$ cat src/rtl/adc_sample_monitor.sv
// adc_sample_monitor
// Per-channel ADC sample activity monitor: stretches one-cycle `ready`
// strobes into LED pulses, keeps saturating sample counters and a sticky
// "sample seen" flag for every channel.
// Optional watchdog: define ADC_MON_WATCHDOG_EN to build the per-channel
// watchdog counters and the STALE state; otherwise `timeout` is tied low
// and TIMEOUT_CYCLES has no effect on the logic.
module adc_sample_monitor #(
    parameter int NUM_CH         = 1,
    parameter int HOLD_CYCLES    = 100,
    parameter int CNT_W          = 16,
    parameter int TIMEOUT_CYCLES = 50000
) (
    input  logic                    clk,
    input  logic                    rst,
    input  logic [NUM_CH-1:0]       ready,
    input  logic                    clear,
    output logic [NUM_CH-1:0]       led,
    output logic [NUM_CH-1:0]       seen,
    output logic [NUM_CH-1:0]       timeout,
    output logic [NUM_CH*CNT_W-1:0] sample_count
);

    // Hold counter only ever holds 0 .. HOLD_CYCLES-1.
    localparam int HOLD_W = (HOLD_CYCLES > 1) ? $clog2(HOLD_CYCLES) : 1;
    localparam logic [HOLD_W-1:0] HOLD_LOAD = HOLD_W'(HOLD_CYCLES - 1);

    typedef enum logic [1:0] {
        S_WAIT  = 2'd0,
        S_HOLD  = 2'd1,
        S_SEEN  = 2'd2,
        S_STALE = 2'd3
    } state_t;

    // Reject unusable parameter sets at elaboration time.
    if (NUM_CH < 1 || NUM_CH > 8 || HOLD_CYCLES < 1 || CNT_W < 2 ||
        TIMEOUT_CYCLES <= HOLD_CYCLES) begin : g_param_check
        $error("adc_sample_monitor: illegal parameter combination");
    end

    // Increment that sticks at all-ones instead of wrapping.
    function automatic logic [CNT_W-1:0] sat_inc(input logic [CNT_W-1:0] v);
        return (&v) ? v : v + 1'b1;
    endfunction

`ifdef ADC_MON_WATCHDOG_EN
    // Watchdog counter only ever holds 0 .. TIMEOUT_CYCLES-1.
    localparam int WD_W = (TIMEOUT_CYCLES > 1) ? $clog2(TIMEOUT_CYCLES) : 1;
    localparam logic [WD_W-1:0] WD_LAST = WD_W'(TIMEOUT_CYCLES - 1);
`endif

    for (genvar i = 0; i < NUM_CH; i++) begin : g_ch
        state_t             state;
        logic [HOLD_W-1:0]  hold;
        logic [CNT_W-1:0]   count;
        logic               seen_r;
`ifdef ADC_MON_WATCHDOG_EN
        logic [WD_W-1:0]    wd;

        // Channel FSM with hold, watchdog and sample counters; clear/rst beat a same-cycle strobe.
        always_ff @(posedge clk) begin
            if (rst || clear) begin
                state  <= S_WAIT;
                hold   <= '0;
                wd     <= '0;
                count  <= '0;
                seen_r <= 1'b0;
            end else if (ready[i]) begin
                state  <= S_HOLD;
                hold   <= HOLD_LOAD;
                wd     <= '0;
                count  <= sat_inc(count);
                seen_r <= 1'b1;
            end else begin
                // End of LED pulse takes precedence over watchdog expiry.
                if (state == S_HOLD && hold == '0) begin
                    state <= S_SEEN;
                end else if (state != S_STALE && wd == WD_LAST) begin
                    state <= S_STALE;
                end
                if (state == S_HOLD && hold != '0) begin
                    hold <= hold - 1'b1;
                end
                // Watchdog freezes once the channel is stale.
                if (state != S_STALE && wd != WD_LAST) begin
                    wd <= wd + 1'b1;
                end
            end
        end

        assign timeout[i] = (state == S_STALE);
`else
        // Channel FSM with hold and sample counters; clear/rst beat a same-cycle strobe.
        always_ff @(posedge clk) begin
            if (rst || clear) begin
                state  <= S_WAIT;
                hold   <= '0;
                count  <= '0;
                seen_r <= 1'b0;
            end else if (ready[i]) begin
                state  <= S_HOLD;
                hold   <= HOLD_LOAD;
                count  <= sat_inc(count);
                seen_r <= 1'b1;
            end else if (state == S_HOLD) begin
                if (hold == '0) begin
                    state <= S_SEEN;
                end else begin
                    hold <= hold - 1'b1;
                end
            end
        end

        assign timeout[i] = 1'b0;
`endif

        // Outputs decode straight from channel registers.
        assign led[i]                          = (state == S_HOLD);
        assign seen[i]                         = seen_r;
        assign sample_count[i*CNT_W +: CNT_W]  = count;
    end

endmodule

$ cat config.mk
export PLATFORM = sky130hd
export DESIGN_NAME = adc_sample_monitor
export DESIGN_NICKNAME = d
export VERILOG_FILES = /design/src/rtl/adc_sample_monitor.sv
export SDC_FILE = /design/constraint.sdc
export NUM_CORES = 1
export LEC_CHECK = 0
export CAP_MARGIN = 10
export CORE_MARGIN = 10
export CORE_UTILIZATION = 55
export DETAILED_ROUTE_END_ITERATION = 16
export GPL_TIMING_DRIVEN = 0
export PLACE_DENSITY = 0.83
export SYNTH_ARGS = -nofsm -noshare
export SYNTH_HDL_FRONTEND = slang
export SYNTH_SLANG_ARGS = --single-unit
export TNS_END_PERCENT = 1
$ cat constraint.sdc
create_clock -name clk -period 5.66 [get_ports clk]
set_clock_uncertainty 0.05 [all_clocks]
set_input_delay 0.849 -clock clk [delete_from_list [all_inputs] [get_ports clk]]
set_output_delay 0.849 -clock clk [all_outputs]
set_load 0.01 [all_outputs]
==> results of run 1 <==
[power by group through the flow]
stage	Sequential, uW	Clock [uW]	Combinational, uW
detailed placement	193	0	31.6
global placement	193	0	30.7
finish	189	129	32.1
global route	189	136	35.8
floorplan	192	0	20.8
CTS	189	130	31.7
[worst max-delay path by stage]
stage | end | from | cells past startpoint | slack (ns)
final | led | g_ch[0].state[0] | 3 | 3.04
after global placement | sample_count[7] | ready | 6 | 3.15
after global routing | led | g_ch[0].state[0] | 3 | 2.95
after detailed placement | sample_count[7] | ready | 6 | 3.13
after CTS | led | g_ch[0].state[0] | 3 | 3.04
after floorplan | sample_count[1] | sample_count[0] | 7 | 3.73
[state kept, by name (all words and copies together), names as in the netlist]
register,flops
sample_count,16
seen,1
g_ch.hold,7
g_ch.state,2
[synth_stat cells]
master and number:
o21a_1 1, mux2i_1 1, nor4b_1 1, or2_2 3, ha_1 3, o41ai_4 1, nor3_1 4, nand2_1 9
o211ai_1 3, or4_1 9, a311oi_1 2, or4_4 1, dfxtp_1 26, conb_1 1, xnor2_1 1, nor2b_1 1
or3_1 8, o31ai_1 8, nor2_1 13, nand4_1 5, o2111ai_1 1, clkbuf_1 3, buf_6 2, nand2b_1 1
buf_4 1, a21oi_1 16, nand3_1 6, o21ai_0 7, inv_1 4, a31oi_1 1, xor2_1 4, buf_2 1
[area by class of cell]
class	instances	area [sq um]	share of cell area
Clock inverter	1	30.0	0.0191
Inverter	4	15.0	0.00955
Timing Repair Buffer	21	210	0.134
Tap cell	28	35.0	0.0223
Multi-Input combinational cell	111	693	0.441
Clock buffer	3	22.5	0.0143
Buffer	7	46.3	0.0294
Sequential cell	26	520	0.331
[cell families (layout without fill, tap and decap cells)]
family,Yosys count,in the layout
AND/OR/NAND/NOR,61,61
flip-flops,26,26
other,1,1
adder cells (fa/ha/maj),3,3
AO/OA/AOI/OAI,40,40
buffers and inverters,11,36
XOR/XNOR,5,5
multiplexers,1,1
[through the flow]
| step | hold WS, ns | instance area (sq um) | cells |
|---|---|---|---|
| after detailed placement | 0.415 | 1520 | 197 |
| after global routing | 0.481 | 1570 | 201 |
| after CTS | 0.452 | 1570 | 201 |
| after global placement | 0.410 | 1520 | 197 |
| final | 0.451 | 1570 | 201 |
| after floorplan | 0.407 | 1270 | 148 |
[critical path, stage by stage (launching register included)]
cell	delay, ns
dfxtp_1	0.38
nor2b_1	0.14
clkbuf_1	0.27
clkdlybuf4s50_1	0.61
[per-layer routing]
layer  GRT usage  up-vias
li1            -      597
met1       0.166      571
met2       0.229       36
met3      0.0392        2
met4      0.0327        0
met5           0        -
==> flow_metrics.py, run 1 <==
metrics = {
    "clock_network": {
        "cts_resized": 0,
        "root_buffer": "clkbuf_4",
        "clk_latency_ns": 0.32,
        "clock_path_buffers": 2,
        "path_clk_slew_ns": 0.15,
        "ctsHoldBuffers": 0,
        "clock_sinks": 26,
        "cts_tree": "built",
        "cts_setup_buffers": 0,
        "h-tree-depth": 1,
        "numCtsBuffers": 3,
    },
    "die": {
        "rows": 17,
        "fp.dieArea_sq_um": 4640,
        "dieWidth_microns": 68.1,
        "die_h_microns": 68.1,
        "pin_count": 23,
        "core_sq_um": 2210,
        "initial_utilization": 0.576,
    },
    "worst_setup_path": {
        "cp-end-kind": "output pin",
        "reg2reg_slack_ns": 3.46,
        "reg2reg_to": "sample_count[1]",
        "rr_worst_depth": 7,
        "arrival_ns": 1.72,
        "cp.required_ns": 4.76,
        "r2r-start": "sample_count[0]",
        "startpoint_type": "register",
        "crit_fanout": 7,
        "path_class": "reg -> out",
    },
    "drt": {
        "detail_route.vias_per_cell": 6.00,
        "wl_met3_microns": 261,
        "wirelength_mm": 3.05,
        "postRouteAntennaNets": 0,
        "routed.top_layer": "met4",
        "drcViolationCount": 0,
        "dr.pass1.iters": 4,
        "wl_per_cell_microns": 15.2,
        "wl_met1_mm": 1.32,
        "vias": 1206,
        "dr_wl_met2_mm": 1.46,
        "initialDrtViolationCount": 64,
    },
    "place": {
        "gp_congestion": 0.826,
        "post-place-ws_ns": 3.13,
        "dpl.hpwl_mm": 2.24,
        "portBuffers": 21,
    },
    "timing": {
        "slew_viol_final": 0,
        "grt_setup_unrepaired": "false",
        "timing.setup.tns_ns": 0,
        "finalHoldViolations": 0,
        "post-route-period-util": 0.463,
        "worst_slack_ns": 3.04,
        "fin_crit_ns": 2.62,
        "setup_viol": 0,
        "max_freq_mhz": 382,
    },
    "global_route": {
        "grt_pass1_wl_mm": 5.00,
        "grt_use_total": 0.136,
        "grt_max_degree": 16,
        "grt_overflow": 0,
        "antenna_found_initial": 0,
        "grt_pass1_vias": 1131,
    },
    "synthesis": {
        "synthesis.nets": 155,
        "synth_fa_ha_area_frac": 0.0294,
        "synth_top_family_by_area": "simple AND/OR/NAND/NOR gates",
        "synth_largest_type_area_fraction": 0.408,
        "ys_seq_area_frac": 0.408,
        "postSynthAreaPerCell_sq_um": 8.61,
        "syn-cell-area_sq_um": 1270,
        "synth_area_leaders": "dfxtp_1 (41%), a21oi_1 (6.3%), or4_1 (5.3%), o31ai_1 (4.7%), or3_1 (3.9%)",
        "yosysTopAreaCell": "dfxtp_1",
        "synthMuxAreaShare": 0.00785,
        "synth-xor-area-share": 0.0343,
        "ys_ff_latch": 26,
        "yosysUniqueCellTypes": 32,
        "yosysWarnings": 0,
        "synthCells": 148,
        "synth_compound_area_frac": 0.208,
        "yosys.area_share.simple": 0.261,
    },
    "pwr": {
        "switchingPower_uw": 78.4,
        "leakage_uw": 0.000509,
        "intPower_uw": 271,
        "vdd_drop_max_mv": 0.158,
        "finalPower_uw": 349,
        "pwr-share-comb": 0.092,
        "p_per_area_nw_per_um2": 222,
        "seqPwrFrac": 0.540,
        "clkPwrFrac": 0.368,
        "netSwitchingFraction": 0.224,
    },
    "finish": {
        "drive_gt1_frac": 0.0751,
        "n_antenna_cell": 0,
        "fillers": 183,
        "final_cell_mix": "dfxtp_1 (26), clkdlybuf4s50_1 (21), a21oi_1 (16)",
        "finalNetCount": 181,
        "layout_commonest_cell": "dfxtp_1",
        "syn2layout_area_growth_pct": 23.4,
        "fin_util": 0.711,
    },
    "min_path": {
        "min_path_type": "reg -> reg",
        "holdPathEnd": "seen",
        "hold_start": "seen",
        "whs_path_depth": 2,
    },
    "run_status": {
        "status": "complete, no violations",
    },
    "run": {
        "drv_cap": 0,
    },
}
No activity file was read; power rests on OpenSTA's default activity.
==> run 2: changes to the inputs <==
--- a/config.mk
+++ b/config.mk
@@ -7,10 +7,10 @@
 export LEC_CHECK = 0
 export CAP_MARGIN = 10
 export CORE_MARGIN = 10
-export CORE_UTILIZATION = 55
+export CORE_UTILIZATION = 46
 export DETAILED_ROUTE_END_ITERATION = 16
 export GPL_TIMING_DRIVEN = 0
-export PLACE_DENSITY = 0.83
+export PLACE_DENSITY = 0.74
 export SYNTH_ARGS = -nofsm -noshare
 export SYNTH_HDL_FRONTEND = slang
 export SYNTH_SLANG_ARGS = --single-unit
==> constraint.sdc (replaced) <==
create_clock -name clk -period 2.3 [get_ports clk]
set_clock_uncertainty 0.05 [all_clocks]
set_input_delay 0.345 -clock clk [delete_from_list [all_inputs] [get_ports clk]]
set_output_delay 0.345 -clock clk [all_outputs]
set_load 0.01 [all_outputs]
==> run 2 against run 1 <==
  * Die area rose by 14%
  * Clock power is 84% higher
  * Via count fell by 0.91%
  * Design area is 0.80% lower
  * Sequential power increased by 150%
  * Sequential share of layout area up 0.27 points
  * Core utilization decreased by 14 points
  * Sequential cell count unchanged
  * Final cell count grew 1.5%
  * Register-to-register slack lost 3.3 ns
  * Critical path depth is 4 higher
  * Count of clock-buffer cells in the layout rose by 1
  * Largest power group unchanged
  * Highest routed layer unchanged
==> flow_metrics.py, run 2 (same netlist as run 1, synthesis figures left out) <==
metrics = {
    "worst_setup_path": {
        "cp_common_cell": "buf_6",
        "cp.depth": 7,
        "critical_path_buf_inv_count": 2,
        "crit_end": "sample_count[1]",
        "r2r-start": "sample_count[0]",
        "reg2reg_to": "sample_count[1]",
        "arrival_ns": 2.28,
        "reg2reg_slack_ns": 0.20,
        "path_class": "reg -> reg",
        "crit_family": "flip-flops",
        "startpoint_type": "register",
        "rr_worst_depth": 7,
        "cp_slowest_stage_delay_ns": 0.47,
        "crit_fanout": 10,
        "cp-end-kind": "register",
        "cp.required_ns": 2.47,
        "critPathLaunch": "sample_count[0]",
        "cp_slowest_cell": "dfxtp_1",
        "crit_chain": "ha_1 -> nand4_1 -> o41ai_4 -> buf_6 -> buf_6 -> mux2i_1 -> nor2_1",
    },
    "global_route": {
        "grt_overflow": 0,
        "grt_pass1_vias": 1184,
        "antenna_found_initial": 0,
        "grt_max_degree": 15,
        "grt_pass1_wl_mm": 5.38,
        "grt_use_total": 0.122,
    },
    "pwr": {
        "leakage_uw": 0.000502,
        "switchingPower_uw": 191,
        "p_per_area_nw_per_um2": 499,
        "intPower_uw": 588,
        "pwr-share-comb": 0.099,
        "vdd_drop_max_mv": 0.378,
        "clkPwrFrac": 0.304,
        "seqPwrFrac": 0.597,
        "netSwitchingFraction": 0.245,
    },
    "clock_network": {
        "h-tree-depth": 1,
        "cts_tree": "built",
        "ctsHoldBuffers": 0,
        "cts_setup_buffers": 0,
        "clock_path_buffers": 2,
        "clock_sinks": 26,
        "path_clk_slew_ns": 0.15,
        "clk_latency_ns": 0.33,
        "root_buffer": "clkbuf_4",
        "cts_resized": 0,
        "numCtsBuffers": 3,
    },
    "drt": {
        "detail_route.vias_per_cell": 5.86,
        "wl_per_cell_microns": 15.2,
        "initialDrtViolationCount": 83,
        "wirelength_mm": 3.10,
        "vias": 1195,
        "drcViolationCount": 0,
        "postRouteAntennaNets": 0,
        "dr.pass1.iters": 7,
    },
    "die": {
        "fp.dieArea_sq_um": 5280,
        "die_h_microns": 72.6,
        "dieWidth_microns": 72.6,
        "initial_utilization": 0.470,
        "core_sq_um": 2710,
        "rows": 19,
        "pin_count": 23,
    },
    "min_path": {
        "whs_path_depth": 2,
        "min_path_type": "reg -> reg",
    },
    "timing": {
        "max_freq_mhz": 475,
        "slew_viol_final": 0,
        "post-route-period-util": 0.915,
        "timing.setup.tns_ns": 0,
        "setup_viol": 0,
        "grt_setup_unrepaired": "false",
        "whs_ns": 0.449,
        "worst_slack_ns": 0.196,
        "fin_crit_ns": 2.10,
        "finalHoldViolations": 0,
    },
    "place": {
        "dp_cells": 200,
        "dpl.hpwl_mm": 2.26,
        "gp_congestion": 0.785,
        "post-place-ws_ns": 0.121,
        "portBuffers": 21,
    },
    "run": {
        "drv_cap": 0,
    },
    "run_status": {
        "status": "complete, no violations",
    },
    "finish": {
        "largest_reg_flops": 16,
        "finalNonFillerCells": 204,
        "n_antenna_cell": 0,
        "syn2layout_area_growth_pct": 22.4,
        "fin_util": 0.576,
        "final_cell_mix": "dfxtp_1 (26), clkdlybuf4s50_1 (21), a21oi_1 (16)",
        "layout_commonest_cell": "dfxtp_1",
        "drive_gt1_frac": 0.0751,
        "finalNetCount": 181,
    },
}
run 2: worst min-delay path by stage:
stage | from | endpoint | slack, ns
2_1_floorplan | g_ch[0].state[0] | g_ch[0].state[0] | 0.41
3_3_place_gp | seen | seen | 0.40
3_5_place_dp | seen | seen | 0.42
4_1_cts | seen | seen | 0.45
5_1_grt | g_ch[0].state[0] | g_ch[0].state[0] | 0.49
6_report | seen | seen | 0.45
run 2: worst reg2reg max path: cells and delay by family, from the launching register on:
| family | cells | cell delay [ns] |
|---|---|---|
| flip-flops | 1 | 0.47 |
| AND/OR/NAND/NOR | 2 | 0.27 |
| adder cells (fa/ha/maj) | 1 | 0.25 |
| multiplexers | 1 | 0.19 |
| buffers and inverters | 2 | 0.36 |
| AO/OA/AOI/OAI | 1 | 0.41 |
run 2: layout make-up:
cell class / instances / area (sq um)
fill: 266 / 1150
clock buffer: 4 / 36.3
multi-input combinational: 111 / 693
sequential: 26 / 520
buffer: 7 / 46.3
timing repair buffer: 21 / 210
tap: 31 / 38.8
inverter: 4 / 15.0
run 2: power groups by stage:
stage	Clock [uW]	Sequential, uW	Combinational (uW)
floorplan	0	474	51.3
global route	254	466	87.6
global placement	0	474	76.5
finish	237	465	77.4
detailed placement	0	474	77.1
CTS	235	464	77.7
run 2: per-layer routing:
| metal | up-vias | global-route usage | wire length (microns) |
|---|---|---|---|
| met5 | - | 0 | 0 |
| met4 | 0 | 0.0485 | 32 |
| met3 | 4 | 0.0408 | 222 |
| met2 | 26 | 0.194 | 1450 |
| met1 | 562 | 0.147 | 1390 |
| li1 | 603 | - | - |
run 2: metrics by stage:
| stage | power (uW) | cell area (sq um) |
|---|---|---|
| 2_1_floorplan | 525 | 1270 |
| 3_3_place_gp | 550 | 1520 |
| 3_5_place_dp | 551 | 1520 |
| 4_1_cts | 777 | 1560 |
| 5_1_grt | 808 | 1560 |
| 6_report | 779 | 1560 |
==> run 3: changes to the inputs <==
--- a/config.mk
+++ b/config.mk
@@ -7,10 +7,12 @@
 export LEC_CHECK = 0
 export CAP_MARGIN = 10
 export CORE_MARGIN = 10
-export CORE_UTILIZATION = 46
+export CORE_UTILIZATION = 48
+export CTS_BUF_LIST = sky130_fd_sc_hd__clkbuf_8
 export DETAILED_ROUTE_END_ITERATION = 16
 export GPL_TIMING_DRIVEN = 0
-export PLACE_DENSITY = 0.74
+export PLACE_DENSITY = 0.77
+export SETUP_SLACK_MARGIN = 0.15
 export SYNTH_ARGS = -nofsm -noshare
 export SYNTH_HDL_FRONTEND = slang
 export SYNTH_SLANG_ARGS = --single-unit
==> run 3 against run 2 <==
  * Sequential share of layout area decreased by 0.82 points
  * Hold slack worse by 0.0023 ns
  * Core utilization increased by 7.3 points
  * Register-to-register slack gained 0.05 ns
  * Die area down 3.0%
  * First-iteration DRC count fell by 12%
  * Sequential cell count stayed put
  * Worst setup slack better by 0.046 ns
  * Count of clock-buffer cells in the layout fell by 1
  * Global-route usage decreased by 0.63 points
  * Critical path type unchanged
==> flow_metrics.py, run 3 (same netlist as run 1, synthesis figures left out) <==
metrics = {
    "run_status": {
        "status": "complete, no violations",
    },
    "finish": {
        "largest_reg_flops": 16,
        "finalNonFillerCells": 205,
        "n_antenna_cell": 0,
        "design_area_sq_um": 1620,
        "drive_gt1_frac": 0.103,
        "syn2layout_area_growth_pct": 27.3,
        "finalNetCount": 183,
        "final_cell_mix": "dfxtp_1 (24), clkdlybuf4s50_1 (21), a21oi_1 (16)",
        "fillers": 220,
        "layout_commonest_cell": "dfxtp_1",
    },
    "pwr": {
        "p_per_area_nw_per_um2": 573,
        "leakage_uw": 0.000527,
        "vdd_drop_max_mv": 0.403,
    },
    "die": {
        "fp.dieArea_sq_um": 5120,
        "pin_count": 23,
        "rows": 18,
        "initial_utilization": 0.510,
        "die_h_microns": 71.5,
        "dieWidth_microns": 71.5,
        "core_sq_um": 2500,
    },
    "timing": {
        "whs_ns": 0.447,
        "max_freq_mhz": 486,
        "post-route-period-util": 0.895,
        "timing.setup.tns_ns": 0,
        "setup_viol": 0,
        "grt_setup_unrepaired": "false",
        "slew_viol_final": 0,
        "worst_slack_ns": 0.241,
        "fin_crit_ns": 2.06,
        "finalHoldViolations": 0,
    },
    "worst_setup_path": {
        "startpoint_type": "register",
        "rr_worst_depth": 8,
        "crit_fanout": 10,
        "cp.required_ns": 2.41,
        "reg2reg_slack_ns": 0.24,
        "path_class": "reg -> reg",
        "r2r-start": "sample_count[0]",
        "reg2reg_to": "sample_count[1]",
        "cp-end-kind": "register",
        "critPathLaunch": "sample_count[0]",
        "arrival_ns": 2.17,
        "crit_end": "sample_count[1]",
    },
    "global_route": {
        "grt_overflow": 0,
        "antenna_found_initial": 0,
        "grt_use_total": 0.116,
        "grt_pass1_vias": 1057,
        "grt_pass1_wl_mm": 4.90,
        "grt_max_degree": 16,
    },
    "clock_network": {
        "root_buffer": "clkbuf_8",
        "ctsHoldBuffers": 0,
        "clock_path_buffers": 2,
        "path_clk_slew_ns": 0.09,
        "numCtsBuffers": 3,
        "cts_tree": "built",
        "h-tree-depth": 1,
        "clock_sinks": 26,
        "clk_latency_ns": 0.28,
    },
    "run": {
        "drv_cap": 0,
    },
    "place": {
        "placed_cell_area_sq_um": 1520,
        "gp_congestion": 0.797,
        "portBuffers": 21,
        "post-place-ws_ns": 0.112,
        "dpl.hpwl_mm": 2.18,
        "dp_cells": 199,
    },
    "drt": {
        "drcViolationCount": 0,
        "initialDrtViolationCount": 73,
        "detail_route.vias_per_cell": 5.86,
        "postRouteAntennaNets": 0,
        "dr.pass1.iters": 4,
        "wirelength_mm": 3.01,
        "wl_per_cell_microns": 14.7,
        "vias": 1201,
    },
    "min_path": {
        "min_path_type": "reg -> reg",
    },
}
## run 3: worst min-delay path by stage
stage                      from          endpoint  slack (ns)  depth (start not counted)
6_report                   seen              seen        0.45                          2
5_1_grt        g_ch[0].state[0]  g_ch[0].state[0]        0.49                          2
4_1_cts                    seen              seen        0.45                          2
3_5_place_dp               seen              seen        0.43                          2
3_3_place_gp               seen              seen        0.41                          2
2_1_floorplan  g_ch[0].state[0]  g_ch[0].state[0]        0.41                          2
## run 3: cell type report
class / instances / area (sq um) / share of cell area
multi-input combinational: 111 / 696 / 0.429
buffer: 7 / 50.0 / 0.0308
clock buffer: 3 / 41.3 / 0.0254
timing repair buffer: 23 / 225 / 0.139
tap: 30 / 37.5 / 0.0231
clock inverter: 1 / 30.0 / 0.0185
sequential: 26 / 528 / 0.325
inverter: 4 / 15.0 / 0.00925
## run 3: per-stage QoR
stage,power [uW],utilization
2_1_floorplan,525,-
3_3_place_gp,550,0.609
3_5_place_dp,552,0.609
4_1_cts,935,0.638
6_report,930,0.649
5_1_grt,967,0.649
## run 3: critical path, stage by stage (launching register included)
cell	delay, ns
dfxtp_4	0.38
ha_2	0.19
nand4_1	0.22
o41ai_4	0.39
buf_4	0.20
buf_6	0.14
buf_8	0.14
mux2i_1	0.18
nor2_1	0.05
## run 3: routing by layer
metal / routed length [microns] / global-route usage
met5: 0 / 0
met4: 54 / 0.0624
met3: 204 / 0.0413
met2: 1330 / 0.170
met1: 1420 / 0.143
## run 3: what timing repair did
item | CTS | global route
pin swaps | 1 | 1
endpoints found under the setup margin | 4 | 9
resized for setup | 0 | 6
setup buffers | 0 | 2
## run 3: report_power, final
part,internal (uW),leakage (uW),total (uW),switching (uW)
logic,36.0,0.000279,81.9,46.0
registers,456,0.000212,462,6.65
clock network,233,0.0000357,386,153
==> edit 1: new RTL, config.mk and constraints of run 3 <==
Change the parameter `HOLD_CYCLES` from 100 to 200.
--- a/src/rtl/adc_sample_monitor.sv
+++ b/src/rtl/adc_sample_monitor.sv
@@ -7,7 +7,7 @@
 // and TIMEOUT_CYCLES has no effect on the logic.
 module adc_sample_monitor #(
     parameter int NUM_CH         = 1,
-    parameter int HOLD_CYCLES    = 100,
+    parameter int HOLD_CYCLES    = 200,
     parameter int CNT_W          = 16,
     parameter int TIMEOUT_CYCLES = 50000
 ) (
Formal check against the unedited RTL: same outputs for any inputs over 10 cycles, from zero or initial values; that may be too few to reach the edited logic, so the function may still have changed.
==> edit 1 against run 3 <==
- clock power shrank 33%
- routed wire length increased by 7.8%
- sequential share of layout area shrank 0.055 points
- worst setup slack gained 0.016 ns
- first-iteration DRC count grew 8.2%
- sequential cell count increased by 1
- power shrank 12%
- cell area increased by 2.5%
- synthesized area grew 6.7%
- critical path depth fell by 2
- cell count up 6.8%
- largest cell class unchanged
==> edit 1: results (changes against run 3) <==
Parameter                              Value

Yosys
  Synthesized net count    170 (+9.7%)
  Number of distinct library cell variants in the gate-level netlist after synthesis    40 (+25%)
  Area share of xor/xnor cells in the synthesized design    1.932% (-1.5 points)
  Synth Area in Compound Gates    20.52% (-0.29 points)
  Gate count after technology mapping    163 (+10%)
  Ranking of synthesized cells by instance count    27 x sky130_fd_sc_hd__dfxtp_1, 22 x sky130_fd_sc_hd__a21oi_1, 16 x sky130_fd_sc_hd__nor2_1
  Register area share after synthesis    39.74% (-1.1 points)

Pwr
  Switching power    187.6 uW (-8.6%)
  Clock network power    260 uW (-33%)
  Maximum VDD drop    419.0 uV (+3.9%)
  Switching power as a share of total power    23.02% (+0.96 points)

Critical path
  Capture point of the worst reg-to-reg path    sample_count[6]$_SDFFE_PP0P_
  Count of cells along the worst register-to-register path    6 (-2)
  Slowest cell on the critical path    sky130_fd_sc_hd__nor4_2

Outcome
  Outcome    finished, final reports clean

Detailed routing
  Routed wire length on met2    1634 microns (+23%)
  Routed metal-1 wire length    1395 microns (-1.7%)
  Average wire per cell in the routed design    14.83 microns (+0.94%)
  Detailed-route via count    1289 (+7.3%)
  Wire length after detailed routing    3247 microns (+7.8%)

Timing
  Tmin final    2.042 ns (-0.01614 ns)
  Final Hold Slack    0.4637 ns (+0.01666 ns)

Global route
  Via count of the first global-routing pass    1158 (+9.6%)

Placed design
  Placed Instance Area    1609 sq um (+5.7%)
  # placed instances    215 (+8.0%)
  HPWL after detailed placement    2464 microns (+13%)

Cells and area
  Fillers    244 (+11%)
-- edit 1: changes by cell type in the layout (fill, tap and decap cells not counted), moves of 4 or more --
cell                             run 3  this run
sky130_fd_sc_hd__nor4_1              0         5
sky130_fd_sc_hd__a21oi_1            16        22
sky130_fd_sc_hd__or4_1               9         1
sky130_fd_sc_hd__o21ai_0             7        11
sky130_fd_sc_hd__o31ai_1             8         1
sky130_fd_sc_hd__xor2_1              4         0
-- edit 1: final cells by class --
type	instances	area, sq um	area share (%)
sequential	27	540.5	32.48
timing repair buffer	21	210.2	12.63
buffer	6	26.28	1.579
tap	31	38.79	2.331
clock buffer	3	41.29	2.481
inverter	5	18.77	1.128
clock inverter	1	5.005	0.3008
multi-input combinational	125	783.3	47.07
-- edit 1: routing by layer --
metal,vias to the layer above,global-route usage (%)
li1,661,-
met1,605,13.12
met2,21,20.73
met3,2,4.490
met4,0,3.376
met5,-,0
==> edit 2: new RTL, settings of run 3 <==
Made on the original files. Encoding of `state_t`: now one-hot (4 bits for 4 states).
--- a/src/rtl/adc_sample_monitor.sv
+++ b/src/rtl/adc_sample_monitor.sv
@@ -25,11 +25,11 @@
     localparam int HOLD_W = (HOLD_CYCLES > 1) ? $clog2(HOLD_CYCLES) : 1;
     localparam logic [HOLD_W-1:0] HOLD_LOAD = HOLD_W'(HOLD_CYCLES - 1);
 
-    typedef enum logic [1:0] {
-        S_WAIT  = 2'd0,
-        S_HOLD  = 2'd1,
-        S_SEEN  = 2'd2,
-        S_STALE = 2'd3
+    typedef enum logic [3:0] {
+        S_WAIT  = 4'b0001,
+        S_HOLD  = 4'b0010,
+        S_SEEN  = 4'b0100,
+        S_STALE = 4'b1000
     } state_t;
 
     // Reject unusable parameter sets at elaboration time.
Check against the original RTL: no difference found for any inputs over 10 cycles, from zero or initial values; not proved beyond that.
==> edit 2 against run 3 <==
- power shrank 13%
- synthesized area grew 2.7%
- clock power shrank 29%
- sequential cell count grew 1
- routed wire length grew 11%
- worst setup slack gained 0.042 ns
- register-to-register slack gained 0.11 ns
- cell area shrank 0.15%
- via count grew 6.5%
- combinational power shrank 29%
- global-route usage grew 1.3 points
- largest power group unchanged
==> edit 2: results (changes against run 3) <==
Parameter                              Value

Pwr
  Proportion of power drawn by the clock network    33.7% (-7.8 points)
  Comb pwr    57.9 uW (-29%)
  Maximum VDD drop    389.4 uV (-3.4%)
  Switching power    192.1 uW (-6.4%)
  Static power due to leakage    0.5879 nW (+12%)

Critical path
  Capture point of the worst reg-to-reg path    sample_count[12]$_SDFFE_PP0P_
  Slowest cell on the critical path    sky130_fd_sc_hd__clkdlybuf4s50_1
  Largest delay share family, worst path    buffers and inverters
  CP Data Arrival Time    1.62 ns (-0.55 ns)
  Count of cells along the worst register-to-register path    5 (-3)
  Setup slack of the worst register-to-register path    0.35 ns (+0.11 ns)
  Delay of the slowest cell on the worst path    0.62 ns (+0.23 ns)
  Critical path peak fanout    7 (-3)

Global route
  Wire length of the first global-routing pass    5671 microns (+16%)
  Grt met1 use    15.23% (+0.90 points)
  Via count of the first global-routing pass    1220 (+15%)
  Global-route track usage on met2    21.19% (+4.2 points)
  Number of antenna violations at the first check in global routing    0 (unchanged)
  GR met3 Demand/Resource    4.218% (+0.085 points)
  Total Routing Usage GR    12.85% (+1.3 points)

Clocking
  H-tree Lvls    1 (unchanged)
  Clock input transition at the sequential cells of the worst setup and hold paths    0.10 ns
  Bufs on Longest Clock Path    2 (unchanged)
  Worst-skew pair later-pin latency    0.27 ns

Yosys
  Register area share after synthesis    41.26% (+0.44 points)
  Synthesized net count    158 (+1.9%)
  Leading post-synthesis cells by cell area    sky130_fd_sc_hd__dfxtp_1 41%, sky130_fd_sc_hd__a21oi_1 5.7%, sky130_fd_sc_hd__or3_1 3.8%, sky130_fd_sc_hd__nor2_1 3.7%, sky130_fd_sc_hd__o21ai_0 3.4%
  Ranking of synthesized cells by instance count    27 x sky130_fd_sc_hd__dfxtp_1, 15 x sky130_fd_sc_hd__a21oi_1, 13 x sky130_fd_sc_hd__nor2_1
  Number of distinct library cell variants in the gate-level netlist after synthesis    44 (+38%)

Cells and area
  Net count of the finished layout    185 (+1.1%)
  Fillers    234 (+6.4%)
  Antenna Cells    0 (unchanged)
  Fraction of final layout cells with drive strength greater than 1    8.427% (-1.9 points)

Detailed routing
  Routed wire length on met2    1501 microns (+13%)
  Violation count after the first detailed-route iteration    83 (+14%)
  Routed metal-1 wire length    1545 microns (+8.9%)
  Wire length after detailed routing    3353 microns (+11%)
  Amount of wire on met3 after detailed routing    269 microns (+32%)
  First-pass iteration count of the detailed router    4 (unchanged)
  Post-detailed-route via-to-cell ratio    6.149 (+5.0%)
  Highest Signal Layer    met4

Placed design
  I/O Buffers    21 (unchanged)
  HPWL after detailed placement    2410 microns (+11%)
  Last weighted congestion value of the routability-driven placer    0.8069 (+1.2%)
  Placed Instance Area    1558 sq um (+2.3%)

Min path
  Beginning of the worst hold path    g_ch[0].state[1]$_SDFFE_PP0P_
  Worst hold path cell count    2 (unchanged)
  Worst hold endpoint    g_ch[0].state[1]$_SDFFE_PP0P_

Outcome
  Outcome    finished, final reports clean
edit 2: cell types whose count changed after synthesis, moves of 2 or more:
| cell | delta |
|---|---|
| sky130_fd_sc_hd__o211a_1 | +2 |
| sky130_fd_sc_hd__nand2_1 | -3 |
| sky130_fd_sc_hd__o21ai_0 | +2 |
| sky130_fd_sc_hd__nand4b_1 | +2 |
| sky130_fd_sc_hd__and3_1 | +3 |
| sky130_fd_sc_hd__clkbuf_1 | +2 |
| sky130_fd_sc_hd__o211ai_1 | -2 |
| sky130_fd_sc_hd__and4_1 | +2 |
| sky130_fd_sc_hd__or4_1 | -6 |
| sky130_fd_sc_hd__o31ai_1 | -5 |
| sky130_fd_sc_hd__nor3_1 | +2 |
| sky130_fd_sc_hd__buf_6 | -2 |
edit 2: cell type report:
cell class	instances	area [sq um]	share of cell area, %
sequential	27	540.5	33.36
inverter	4	15.01	0.9266
clock inverter	1	5.005	0.3089
clock buffer	3	41.29	2.548
multi-input combinational	114	732.0	45.17
timing repair buffer	22	217.7	13.44
tap	30	37.54	2.317
buffer	7	31.28	1.931
edit 2: stage by stage:
stage / hold slack (ns) / instances / total power, mW / worst slack, ns
2_1_floorplan: 0.3796 / 152 / 0.5271 / 0.4969
3_3_place_gp: 0.3888 / 203 / 0.5470 / 0.05849
3_5_place_dp: 0.4089 / 203 / 0.5499 / 0.007970
4_1_cts: 0.4241 / 207 / 0.8163 / 0.2705
5_1_grt: 0.4711 / 208 / 0.8439 / 0.1799
6_report: 0.4259 / 208 / 0.8136 / 0.2831
edit 2: timing repair:
| action | 4_1_cts | 5_1_grt |
|---|---|---|
| pin swaps | 0 | 1 |
| resized for setup | 1 | 0 |
| endpoints found under the setup margin | 1 | 8 |
| setup buffers | 0 | 1 |
edit 2: cells by family (layout without fill, tap and decap cells):
family | after synthesis | in the layout | share of synthesized area (%)
and+or+nand+nor | 63 | 63 | 28.65
AOI/OAI and AO/OA | 43 | 43 | 21.01
DFF | 27 | 27 | 41.26
buffers and inverters | 11 | 37 | 3.534
xor gates and xnor gates | 5 | 5 | 3.343
adders and majority gates | 2 | 2 | 1.910
other | 1 | 1 | 0.2863
edit 2: how the worst max path moves through the flow:
stage / start / endpoint / slack [ns] / depth (start not counted)
after floorplan: sample_count[2]$_SDFFE_PP0P_ / sample_count[13]$_SDFFE_PP0P_ / 0.50 / 4
after global placement: ready / sample_count[13]$_SDFFE_PP0P_ / 0.06 / 5
after detailed placement: ready / sample_count[13]$_SDFFE_PP0P_ / 0.008 / 5
after CTS: g_ch[0].state[0]$_SDFFE_PP1P_ / led / 0.27 / 2
after global routing: g_ch[0].state[1]$_SDFFE_PP0P_ / led / 0.18 / 2
final: g_ch[0].state[0]$_SDFFE_PP1P_ / led / 0.28 / 2
